==> src/rtl/systolic_pkg.sv <==
// Shared types and default geometry for the systolic wavefront sequencer.
package systolic_pkg;

  typedef enum logic [1:0] {
    IDLE,
    CALC,
    DONE
  } state_t;

  localparam int SEQ_N      = 2;
  localparam int SEQ_ADDR_W = 8;
  localparam int SEQ_K_W    = 9;

endpackage

==> src/rtl/systolic_wave_cell.sv <==
// Per-PE strobe decode: MAC enable on the PE's diagonal window, accumulator clear on its first step.
module systolic_wave_cell
  import systolic_pkg::*;
#(
  parameter int          K_W    = SEQ_K_W,
  parameter int unsigned OFFSET = 0
) (
  input  logic [K_W:0]   t,
  input  logic [K_W-1:0] k,
  input  logic           gate,
  output logic           en_mac,
  output logic           clr_accum
);

  localparam int TW = K_W + 2;

  logic [TW-1:0] t_w;
  logic [TW-1:0] first_t;
  logic [TW-1:0] last_t;

  assign t_w     = TW'(t);
  assign first_t = TW'(OFFSET + 1);
  assign last_t  = TW'(OFFSET) + TW'(k);

  assign en_mac    = gate && (t_w >= first_t) && (t_w <= last_t);
  assign clr_accum = gate && (t_w == first_t);

endmodule

==> src/rtl/systolic_wave_seq.sv <==
// Wavefront sequencer for the NxN systolic MAC array: skewed RAM reads and per-PE MAC strobes.
// Optional perf counters are built when SYSTOLIC_SEQ_PERF_EN is defined.
module systolic_wave_seq
  import systolic_pkg::*;
#(
  parameter int N      = SEQ_N,
  parameter int ADDR_W = SEQ_ADDR_W,
  parameter int K_W    = SEQ_K_W
) (
  input  logic              clk,
  input  logic              rst_n,
  input  logic              start,
  input  logic [K_W-1:0]    k_len,
  input  logic              stall,
  output logic              busy,
  output logic              done,
  output logic              hold,
  output logic [N-1:0]      ram_a_rden,
  output logic [N*ADDR_W-1:0] ram_a_addr,
  output logic [N-1:0]      ram_w_rden,
  output logic [N*ADDR_W-1:0] ram_w_addr,
  output logic [N*N-1:0]    en_mac,
  output logic [N*N-1:0]    clr_accum,
  output logic [15:0]       calc_cycles,
  output logic [15:0]       stall_cycles
);

  localparam int TW = K_W + 2;

  state_t         state;
  logic [K_W:0]   t;
  logic [K_W-1:0] k;
  logic           busy_q;
  logic           done_q;
  logic           gate;
  logic [TW-1:0]  t_w;
  logic [TW-1:0]  k_w;
  logic [TW-1:0]  last_t;

  assign t_w    = TW'(t);
  assign k_w    = TW'(k);
  assign last_t = k_w + TW'(2 * N - 2);
  assign gate   = (state == CALC) && !stall;
  assign hold   = (state == CALC) && stall;
  assign busy   = busy_q;
  assign done   = done_q;

  always_ff @(posedge clk) begin
    if (!rst_n) begin
      state  <= IDLE;
      t      <= '0;
      k      <= '0;
      busy_q <= 1'b0;
      done_q <= 1'b0;
    end else begin
      done_q <= 1'b0;
      unique case (state)
        IDLE: begin
          if (start) begin
            busy_q <= 1'b1;
            t      <= '0;
            if (k_len != '0) begin
              k     <= k_len;
              state <= CALC;
            end else begin
              state  <= DONE;
              done_q <= 1'b1;
            end
          end
        end
        CALC: begin
          if (!stall) begin
            t <= t + (K_W + 1)'(1);
            if (t_w == last_t) begin
              state  <= DONE;
              done_q <= 1'b1;
            end
          end
        end
        DONE: begin
          state  <= IDLE;
          busy_q <= 1'b0;
        end
        default: begin
          state  <= IDLE;
          busy_q <= 1'b0;
        end
      endcase
    end
  end

  // Row i and column j share the same read window, skewed by their index.
  always_comb begin
    ram_a_rden = '0;
    ram_a_addr = '0;
    ram_w_rden = '0;
    ram_w_addr = '0;
    for (int unsigned i = 0; i < N; i++) begin
      if (gate && (t_w >= TW'(i)) && (t_w < TW'(i) + k_w)) begin
        ram_a_rden[i]                 = 1'b1;
        ram_w_rden[i]                 = 1'b1;
        ram_a_addr[i*ADDR_W +: ADDR_W] = ADDR_W'(t_w - TW'(i));
        ram_w_addr[i*ADDR_W +: ADDR_W] = ADDR_W'(t_w - TW'(i));
      end
    end
  end

  for (genvar i = 0; i < N; i++) begin : g_row
    for (genvar j = 0; j < N; j++) begin : g_col
      systolic_wave_cell #(
        .K_W    (K_W),
        .OFFSET (i + j)
      ) u_cell (
        .t         (t),
        .k         (k),
        .gate      (gate),
        .en_mac    (en_mac[i*N+j]),
        .clr_accum (clr_accum[i*N+j])
      );
    end
  end

`ifdef SYSTOLIC_SEQ_PERF_EN
  logic [15:0] calc_q;
  logic [15:0] stall_q;

  always_ff @(posedge clk) begin
    if (!rst_n) begin
      calc_q  <= '0;
      stall_q <= '0;
    end else if ((state == IDLE) && start) begin
      calc_q  <= '0;
      stall_q <= '0;
    end else if (state == CALC) begin
      if (stall) begin
        if (stall_q != '1) stall_q <= stall_q + 16'd1;
      end else begin
        if (calc_q != '1) calc_q <= calc_q + 16'd1;
      end
    end
  end

  assign calc_cycles  = calc_q;
  assign stall_cycles = stall_q;
`else
  assign calc_cycles  = '0;
  assign stall_cycles = '0;
`endif

endmodule

==> config.mk <==
export PLATFORM = sky130hd
export DESIGN_NAME = systolic_wave_seq
export DESIGN_NICKNAME = d
export VERILOG_FILES = /design/src/rtl/systolic_pkg.sv /design/src/rtl/systolic_wave_cell.sv /design/src/rtl/systolic_wave_seq.sv
export SDC_FILE = /design/constraint.sdc
export NUM_CORES = 1
export LEC_CHECK = 0
export CAP_MARGIN = 25
export CORE_MARGIN = 1
export CORE_UTILIZATION = 47
export DETAILED_ROUTE_END_ITERATION = 6
export PLACE_DENSITY = 0.84
export SYNTH_ARGS = -nofsm -noshare
export SYNTH_HDL_FRONTEND = slang
export SYNTH_HIERARCHICAL = 1
export SYNTH_SLANG_ARGS = --single-unit
==> constraint.sdc <==
create_clock -name clk -period 3.2 [get_ports clk]
set_input_delay 0.64 -clock clk [delete_from_list [all_inputs] [get_ports clk]]
set_output_delay 0.64 -clock clk [all_outputs]
set_load 0.005 [all_outputs]
Word level (Yosys, flattened, before mapping)
Index checks and enable logic that the tools add are counted.

word-level totals
  bits in registers = 23
  output and inout bits = 79

operators by class
  add/sub/neg operators = 4
  magnitude comparators = 9
  equal/unequal tests = 8
  muxes and demuxes = 19
  bitwise operators = 1
  reductions and logical operators = 22

operators by type and width
  operator                                               count
  equality test 10 x 2 -> 1 bit (second input constant)  2
  >= comparator 10 x 1 -> 1 bit (second input constant)  2
  >= comparator 10 x 2 -> 1 bit (second input constant)  2
  less-or-equal comparator 10 bit                        2
  two-way mux 10 bit                                     2
  case mux 10 bit (2 select lines)                       1
  two-way mux 8 bit                                      2
  logical AND 1 bit                                      14
  adder 1 x 9 -> 10 bit (first input constant)           1
  adder 10 x 1 -> 10 bit (second input constant)         1
  adder 2 x 9 -> 10 bit (first input constant)           1
  equality test 10 x 1 -> 1 bit (second input constant)  1
  equality test 10 bit                                   1
  less-or-equal comparator 10 x 9 -> 1 bit               1
  < comparator 10 bit                                    1
  < comparator 10 x 9 -> 1 bit                           1
  AND reduction 3 bit                                    3
  nonzero test 9 bit                                     1
  two-way mux 2 bit                                      4
  subtractor 8 x 1 -> 8 bit (second input constant)      1
  two-way mux 1 bit                                      7
  inequality test 2 bit (second input constant)          2
  case mux 1 bit (2 select lines)                        2
  case mux 2 bit (2 select lines)                        1
  7 further kinds                                        7

Depth between registers and ports, before layout
  depth in word-level cells = 5
  mapped depth = 11
  mapped depth without buffers = 10

Hierarchy
Netlist, hierarchy kept.

modules (own cells, without submodules)
  module                                         times used  cells an instance  area each (um^2)  sequential area each (um^2)
  systolic_wave_seq                              1           311                2478.6            460.4
  systolic_wave_cell (g_row[1].g_col[0].u_cell)  1           53                 390.4             0.0
  systolic_wave_cell (g_row[0].g_col[1].u_cell)  1           51                 380.4             0.0
  systolic_wave_cell (g_row[1].g_col[1].u_cell)  1           50                 376.6             0.0
  systolic_wave_cell (g_row[0].g_col[0].u_cell)  1           39                 269.0             0.0

Least setup slack after synthesis
No wires, ideal clock.

  path type = register to output
  start point = register k[2]
  end point = output ram_w_addr[10]
  arrival = 2.931 ns
  required time = 2.560 ns
  path slack = -0.371 ns
  cell stages (with the launch flop) = 12
  buffers on the path = 1
  path through = dfxtp_1 -> ha_1 -> nand4_1 -> nor2_1 -> xnor2_1 -> ha_1 -> a21o_1 -> a21o_1 -> a2111oi_4 -> o21ai_0 -> a21oi_1 -> buf_4

on the way
  longest elaborated chain between the ends = 4

RTL lines
  element                 RTL line                 RTL
  start, declared         systolic_wave_seq.sv:32  logic [K_W-1:0] k;
  start signal, assigned  systolic_wave_seq.sv:63  k <= k_len;
  adder 1 x 9 -> 10 bit   systolic_wave_seq.sv:99  if (gate && (t_w >= TW'(i)) && (t_w < TW'(i) + k_w)) begin
  < comparator 10 bit     systolic_wave_seq.sv:99
  logical AND 1 bit       systolic_wave_seq.sv:99
  two-way mux 8 bit       n/a
  end, declared           systolic_wave_seq.sv:21  output logic [N*ADDR_W-1:0] ram_w_addr,

Every way passes these cells.

Worst setup path after layout
  start point = register k[0]
  end point = output ram_a_addr[12]

on the way
  longest elaborated chain between the ends = 4

RTL lines
  element                RTL line                 RTL
  adder 1 x 9 -> 10 bit  systolic_wave_seq.sv:99
  < comparator 10 bit    systolic_wave_seq.sv:99
  logical AND 1 bit      systolic_wave_seq.sv:99
  two-way mux 8 bit      systolic_wave_seq.sv:99
  end, declared          systolic_wave_seq.sv:19  output logic [N*ADDR_W-1:0] ram_a_addr,

Every way passes these cells.

==> reports/qor.csv <==
metric,value,unit
post-route ant nets,0,
final period utilization,112,%
vias in the first global route,4366,
area of the die,8660,sq um
Final GP Congestion,0.907,
mapped cell area,3890,sq um
fin. max-slew vios,0,
hold depth,2,
Gate power share,56.0,%
FF-to-FF path depth,9,
Root Buffer,clkbuf_8,
Post-synth EDFFs,0,
main flop type after synthesis,dfxtp_1,
Core Footprint,7890,sq um
asr flop ratio synth,0,%
DP Area,4810,sq um
dpl hpwl,8.85,mm
top post-synthesis cells by area,"ha_1 22%, dfxtp_1 12%, buf_4 10%, xnor2_1 5.8%, xor2_1 4.9%",
Worst Path Required,2.56,ns
Least-Margin Pin Slew,0.751,ns
violated checks,negative setup slack,
Net Sw Frac,42.0,%
Tot Pwr,1.18,mW
post-route minimum period,3.58,ns
Vias/cell,6.16,
top-count cell post-synth,ha_1,
clock-pin slew on the worst setup and hold paths,0.09,ns
largest area contributor in the netlist,ha_1,
Setup WS post-layout,-0.380,ns
CTS H-Tree Depth,1,
status,finished with violations,
Worst setup EP type,primary output,
maxcap violations,0,
worst reg2reg path endpoint,state[0]$_SDFFE_PN0P_,
Final Hold Vio Count,0,
Hold Worst Slack,0.469,ns
worst skew pair latency,0.27,ns
Layout Nets,713,
Die H,93.0,microns
post-detailed-routing wire length,15.0,mm
DRT Pass-1 Iters,5,
setup violators final,24,
Yosys top cell area share,21.5,%
Reg power frac,27.9,%
Cells after Synth,504,
NetSw,495,uW
register bit total from synthesis,23,
Max stage delay on crit path,0.38,ns
Fmax,0.279,GHz
Final Instance Area,5360,sq um
worst r2r src,k[4]$_SDFFE_PN0P_,
largest net degree at the start of global routing,20,
CTS sink cnt,23,
Min-Delay Path Class,flop to flop,
CP max FO,4,
CP Cell Sequence,"buf_6, nand4_1, nor2_2, xnor2_1, ha_1, a21o_1, a21o_1, a2111oi_4, buf_4, buf_6, nand2_2, a21oi_2, buf_2",
WL/cell,20.5,microns
RSZ-0062 raised after global routing,yes,
FP Rows,32,
CP max stage cell,dfxtp_2,
initial DRC count,682,
Residual DRC,0,
syn avg cell area,7.73,sq um
FILL cells,519,
leakage,2.51,nW
initial antenna violation count,0,
library cells used by synthesis,57,
register-to-register setup slack,0.89,ns
synthesis-to-layout area growth,37.5,%
PwrDens,220,nW/um^2
die width,93.0,microns
CTS tree,built,
Pint,682,uW
CTS buffer count,3,
hold worst-path end,busy$_SDFFE_PN0P_,
WP data arrival,2.94,ns
Yosys warning count,6,
IO Count,92,
Clk pwr share,16.1,%
Total GRT Usage,29.7,%
# diodes,0,
maximum root-to-sink buffer count,2,
global-route wire length before repair,20.6,mm
clk_skew,0.00449,ns
Post-Route Setup TNS,-6.81,ns
commonest cells in the netlist,"67 x ha_1, 52 x buf_4, 33 x inv_1, 31 x nand2_1, 29 x nor2_1",
number of port buffers,59,
worst vdd ir,0.297,mV
Setup CP Type,flop to primary output,
slew margin rel.,49.7,%
post-synthesis sequential area ratio,11.8,%
initial core utilization,49.4,%
Overflow after GRT,0,
layout cells sized above 1,32.4,%
CP startpoint kind,flop,
Vias,4519,
Worst Min Path Start,busy$_SDFFE_PN0P_,
## cell families (layout without fill, tap and decap cells)
| group | Yosys count | after routing | synth area share, % |
|---|---|---|---|
| multiplexers | 7 | 7 | 1.80 |
| adder cells (fa/ha/maj) | 67 | 67 | 21.5 |
| other | 1 | 32 | 0.0963 |
| flip-flops | 23 | 23 | 11.8 |
| AND/OR/NAND/NOR | 183 | 183 | 25.4 |
| AO/OA/AOI/OAI | 78 | 78 | 13.9 |
| buffers and inverters | 97 | 194 | 14.7 |
| XOR/XNOR | 48 | 48 | 10.8 |
## worst max-delay path by stage
stage | start | endpoint | cells past startpoint | slack [ns]
final | k[0]$_SDFFE_PN0P_ | ram_a_addr[12] | 13 | -0.38
after global placement | k[1]$_SDFFE_PN0P_ | ram_w_addr[10] | 12 | -0.29
after detailed placement | k[1]$_SDFFE_PN0P_ | ram_w_addr[15] | 9 | -0.35
after global routing | k[5]$_SDFFE_PN0P_ | ram_a_addr[13] | 10 | -0.49
after CTS | k[2]$_SDFFE_PN0P_ | ram_a_addr[12] | 13 | -0.19
after floorplan | k[2]$_SDFFE_PN0P_ | ram_w_addr[10] | 11 | -0.02
## cells in the final DEF, fill, tap and decap left out, types with 7 or more instances in the layout
| cell | n |
|---|---|
| buf_4 | 82 |
| ha_1 | 61 |
| inv_1 | 33 |
| conb_1 | 32 |
| nand2_1 | 25 |
| xnor2_1 | 25 |
| nand3_1 | 22 |
| nor2_1 | 22 |
| xor2_1 | 22 |
| buf_2 | 22 |
| clkdlybuf4s50_1 | 19 |
| nor2b_1 | 18 |
| nor4_1 | 13 |
| a21oi_1 | 13 |
| dfxtp_1 | 13 |
| nand4_1 | 11 |
| buf_6 | 11 |
| dlygate4sd2_1 | 10 |
| o21ai_0 | 9 |
| a21oi_2 | 8 |
| nor3_1 | 7 |
| a21o_1 | 7 |
| mux2i_1 | 7 |
## worst max-delay path, delay by kind of cell (launching register included)
kind / cells / cell delay [ns]
xor gates and xnor gates: 1 / 0.13
AOI/OAI and AO/OA: 4 / 0.88
adders and majority gates: 1 / 0.28
buffers and inverters: 4 / 0.59
and+or+nand+nor: 3 / 0.40
DFF: 1 / 0.38
## through the flow
stage,cells,setup slack [ns],utilization (%)
2_1_floorplan,535,-0.0205,-
3_3_place_gp,701,-0.285,61.0
3_5_place_dp,701,-0.355,61.0
4_1_cts,724,-0.186,64.7
5_1_grt,734,-0.488,67.9
6_report,734,-0.380,67.9
## per-layer routing
metal	track usage (%)	share of wire, %	vias up
met5	0	0	-
met4	18.8	6.7	0
met3	3.66	8.8	108
met2	52.4	48	328
met1	33.8	37	2121
li1	-	-	1962
## repair_timing
action	in CTS	in global routing
buffers inserted	18	12
hold buffers	0	0
cloned	1	0
pin swaps	29	26
setup endpoints to repair	39	38
resized for setup	160	51
## power by group through the flow
stage | clock, mW | combinational (mW) | sequential [mW]
3_3_place_gp | 0 | 0.469 | 0.333
2_1_floorplan | 0 | 0.328 | 0.347
6_report | 0.189 | 0.659 | 0.328
5_1_grt | 0.200 | 0.697 | 0.331
4_1_cts | 0.185 | 0.564 | 0.328
3_5_place_dp | 0 | 0.494 | 0.334
## flip-flops by register name, summed over array words and instances, names as in the netlist
register,flops
busy,1
t,10
state,2
k,9
done,1
## final cells by class
type / instances / area [sq um] / share of cell area (%)
clock inverters: 1 / 5.00 / 0.0935
well taps: 102 / 128 / 2.38
flip-flops and latches: 23 / 485 / 9.07
multi-input cells: 415 / 3300 / 61.7
inverters: 33 / 124 / 2.31
repair buffers: 157 / 1270 / 23.7
clock buffers: 3 / 41.3 / 0.771
Power figures use the tool's default switching activity.
